[src/rtl/rf_wb_queue.sv]
// Writeback queue: an in-order FIFO of {addr, data} results that drains one entry per cycle into the register file.
// Define RF_WB_QUEUE_FWD_EN to build the decode-stage forwarding lookup; without it the fwd_* outputs are tied to 0.
module rf_wb_queue #(
    parameter int DEPTH = 4
) (
    input  logic                     clk,
    input  logic                     rst,
    input  logic                     in_valid,
    output logic                     in_ready,
    input  logic [4:0]               in_addr,
    input  logic [31:0]              in_data,
    output logic                     RegWrite,
    output logic [4:0]               wr_addr,
    output logic [31:0]              wr_data,
    input  logic [4:0]               rd_addr1,
    input  logic [4:0]               rd_addr2,
    output logic                     fwd_hit1,
    output logic                     fwd_hit2,
    output logic [31:0]              fwd_data1,
    output logic [31:0]              fwd_data2,
    output logic [$clog2(DEPTH):0]   count
);

    localparam int PW = $clog2(DEPTH);
    localparam int CW = PW + 1;

    logic [PW-1:0] rd_ptr;
    logic [PW-1:0] wr_ptr;
    logic [CW-1:0] count_q;
    logic [4:0]    addr_mem [DEPTH];
    logic [31:0]   data_mem [DEPTH];

    logic accept;
    logic store;
    logic pop;

    // While rst is low every handshake and write-enable output is forced off.
    assign in_ready = rst && (count_q < CW'(DEPTH));
    assign accept   = in_valid && in_ready;
    assign store    = accept && (in_addr != 5'd0);
    assign pop      = rst && (count_q != '0);
    assign count    = count_q;

    always_ff @(posedge clk) begin
        if (!rst) begin
            rd_ptr  <= '0;
            wr_ptr  <= '0;
            count_q <= '0;
        end else begin
            if (store) wr_ptr <= wr_ptr + PW'(1);
            if (pop)   rd_ptr <= rd_ptr + PW'(1);
            case ({store, pop})
                2'b10:   count_q <= count_q + CW'(1);
                2'b01:   count_q <= count_q - CW'(1);
                default: count_q <= count_q;
            endcase
        end
    end

    // NOTE: storage has no reset; count and pointers alone decide which slots are live, so stale data is never visible.
    always_ff @(posedge clk) begin
        if (store) begin
            addr_mem[wr_ptr] <= in_addr;
            data_mem[wr_ptr] <= in_data;
        end
    end

    // The head slot is presented every cycle the queue is non-empty and pops on the following edge.
    assign RegWrite = pop;
    assign wr_addr  = pop ? addr_mem[rd_ptr] : 5'd0;
    assign wr_data  = pop ? data_mem[rd_ptr] : 32'd0;

`ifdef RF_WB_QUEUE_FWD_EN
    typedef struct packed {
        logic        hit;
        logic [31:0] data;
    } fwd_t;

    // Scan head to tail so a younger match overrides an older one; the current offer is never looked at.
    function automatic fwd_t lookup(input logic [4:0] ra);
        fwd_t r;
        r = '0;
        for (int i = 0; i < DEPTH; i++) begin
            if (rst && (ra != 5'd0) && (CW'(i) < count_q) &&
                (addr_mem[rd_ptr + PW'(i)] == ra)) begin
                r.hit  = 1'b1;
                r.data = data_mem[rd_ptr + PW'(i)];
            end
        end
        return r;
    endfunction

    fwd_t fwd1;
    fwd_t fwd2;

    // NOTE: lookup results are fully assigned on every pass, so no latch can be inferred.
    always_comb begin
        fwd1 = lookup(rd_addr1);
        fwd2 = lookup(rd_addr2);
    end

    assign fwd_hit1  = fwd1.hit;
    assign fwd_data1 = fwd1.data;
    assign fwd_hit2  = fwd2.hit;
    assign fwd_data2 = fwd2.data;
`else
    logic unused_rd_addr;
    assign unused_rd_addr = ^{rd_addr1, rd_addr2};

    assign fwd_hit1  = 1'b0;
    assign fwd_data1 = 32'd0;
    assign fwd_hit2  = 1'b0;
    assign fwd_data2 = 32'd0;
`endif

endmodule

[config.mk]
export PLATFORM = sky130hd
export DESIGN_NAME = rf_wb_queue
export DESIGN_NICKNAME = d
export VERILOG_FILES = /design/src/rtl/rf_wb_queue.sv
export SDC_FILE = /design/constraint.sdc
export NUM_CORES = 1
export LEC_CHECK = 0
export BUFFER_PORTS_ARGS = -buffer_cell sky130_fd_sc_hd__buf_2
export CAP_MARGIN = 25
export CORE_ASPECT_RATIO = 0.8
export CORE_UTILIZATION = 56
export CTS_BUF_LIST = sky130_fd_sc_hd__clkbuf_2 sky130_fd_sc_hd__clkbuf_4 sky130_fd_sc_hd__clkbuf_8
export DETAILED_ROUTE_END_ITERATION = 10
export PLACE_DENSITY = 0.9
export SYNTH_ARGS = -nofsm -noshare
export SYNTH_HDL_FRONTEND = slang
export SYNTH_SLANG_ARGS = --single-unit
[constraint.sdc]
create_clock -name clk -period 2.5 [get_ports clk]
set_input_delay 0.25 -clock clk [delete_from_list [all_inputs] [get_ports clk]]
set_output_delay 0.25 -clock clk [all_outputs]
set_load 0.05 [all_outputs]
==> results.cfg <==
[worst_setup_path]
path_class = flip-flop to output port
start_kind = flip-flop
crit_path_max_fanout = 16
reg2regPathDepth = 9
critPathRequiredTime_ps = 2250
arrival_ps = 2090
cp-end-kind = output port

[sta]
fmax_mhz = 427.7
finClkSkew_ps = 8.933
rsz0062_at_grt = no
setup_viol = 0
slew_violations = 0
fin_hold_ws_ps = 24.03
layout_setup_ws_ps = 162.1
tns_ps = 0
period_minus_slack_ps = 2338
finalHoldViolations = 0
post-route-period-util_pct = 93.52

[detailed_routing]
ant_nets = 0
vias = 3164
routed_wl_um = 10930
drcViolationCount = 0
wire_per_inst_um = 17.71
drt_first_pass_iters = 4
viasPerCell = 5.128
first_iter_violations = 191

[synthesis]
synthDistinctLibCells = 28
syn_inst = 356
avgSynthCellArea_um2 = 18.64
yosys_warnings = 0
ys_ff_latch = 157
seq_area_frac_synth_pct = 69.68
synth_area_um2 = 6636

[cts]
htreeDepth = 4
cts_tree = yes
clockBufferDepth = 2
clk_pin_slew_ps = 80
cts.sinks = 157
root_buffer = clkbuf_8
post_cts_buffers = 0
numCtsBuffers = 17
clk_latency_ps = 430

[placement]
place.gp.congestion = 0.6996
place_ws_ps = 0.1235
dpl_cell_area_um2 = 7027
portBuffers = 81
dp_hpwl_um = 6811

[pwr]
ir_worst_vdd_v = 0.0007718
powerDensity_nw_per_um2 = 964.7
p_leak_nw = 2.748
power.total_mw = 7.170

[outcome]
status = finished, final reports clean

[global_routing]
antenna_found_initial = 1
grtUsageTotal_pct = 19.58
overflow = 0
grt_pass1_vias = 3192
grt_pass1_wl_um = 17000
grt_max_degree = 41

[die]
num_rows = 35
dieArea_um2 = 12290
start_util_pct = 57.62
die_width_um = 123.7
die_h_um = 99.37
core-area_um2 = 11520
ios = 158

[final_layout]
fill_cells = 769
synthToLayoutAreaGrowth_pct = 11.99
drive_gt1_share_pct = 34.83
fin_nets = 511
final_cell_area_um2 = 7432

[flow_run]
maxCapViolCount = 0

[hold_path]
min_path_type = input pin to flip-flop
min_path_cells = 1
## cell usage in the layout, fill, tap and decap left out, types with 4 or more instances in the layout
master      instances
nand2_1             7
ha_1                5
conb_1             66
and2_2              4
inv_1               7
buf_2              81
clkinvlp_4          4
mux4_2             30
dfxtp_1             4
buf_4               4
mux4_1              7
clkinv_2            5
edfxtp_1          148
and2_1             41
dfxtp_2             4
clkbuf_8           19
buf_12              6
## cell families (layout without fill, tap and decap cells)
| group | Yosys count | count (layout) | synth area share, % |
|---|---|---|---|
| and+or+nand+nor | 57 | 57 | 5.129 |
| adders and majority gates | 6 | 6 | 1.244 |
| other | 1 | 67 | 0.05651 |
| DFF | 157 | 157 | 69.68 |
| xor gates and xnor gates | 3 | 3 | 0.3960 |
| buffers and inverters | 86 | 133 | 9.540 |
| AOI/OAI and AO/OA | 6 | 6 | 0.5468 |
| muxes | 40 | 40 | 13.41 |
## power breakdown
group	total [mW]	internal [mW]	switching, mW
sequential	3.18	3.06	0.123
combinational	2.25	0.794	1.46
clock	1.74	0.853	0.888
total	7.17	4.70	2.47
## synth_stat cells (all sizes together)
cell	n	share of area (%)
nand3b	1	0.11
fa	1	0.30
a21oi	2	0.15
mux4	37	13
or3	1	0.094
dfxtp	9	2.7
mux2i	3	0.45
xnor2	1	0.13
and2	45	4.2
nor4	1	0.094
nand2	7	0.40
a21boi	1	0.11
xor2	2	0.26
clkbuf	5	0.30
nor2b	1	0.094
o21ai	2	0.15
ha	5	0.94
inv	7	0.40
buf	74	8.8
nand2b	1	0.094
edfxtp	148	67
conb	1	0.057
o31a	1	0.13
## registers in the layout, summed over array words and instances, names as in the netlist, named ones only
name and count:
data_mem 128, rd_ptr 2, count 3, wr_ptr 2, addr_mem 20
## worst paths after layout
kind,startpoint,end,slack (ps)
max,flip-flop,wr_data[31],160
max reg2reg,count[2],count[2],420
min reg2reg,rd_ptr[1],flip-flop,480
min,in_data[31],data_mem[3][31],20
## area by class of cell
type / count / area [µm²] / area share (%)
Tap cell: 148 / 185.2 / 2.492
Antenna cell: 1 / 2.502 / 0.03367
Multi-Input combinational cell: 178 / 1629 / 21.92
Inverter: 7 / 26.28 / 0.3535
Sequential cell: 157 / 4633 / 62.34
Clock buffer: 21 / 276.5 / 3.721
Timing Repair Buffer: 94 / 585.6 / 7.879
Clock inverter: 11 / 93.84 / 1.263
## metal layers
layer	GRT usage, %	up-vias	share of wire, %	wire length (µm)
li1	-	1420	-	-
met1	24.62	1605	42	4613
met2	32.61	133	52	5636
met3	4.817	6	5.2	570
met4	8.156	0	0.97	106
met5	0	-	0	0
## through the flow
step	util (%)	cells
floorplan	-	421
global placement	61.01	581
detailed placement	61.01	581
CTS	64.42	615
global route	64.51	616
finish	64.53	617
## worst max-delay path, stage by stage (launching register included)
cell and delay (ps):
dfxtp_4 480, buf_12 210, mux4_1 560, and2_1 190, buf_2 210
## repair_timing
action | CTS | global route
setup endpoints to repair | 1 | 0
hold buffers | 2 | 1
hold endpoints to repair | 7 | 1
resized for setup | 1 | 0
Power figures use the tool's default switching activity.
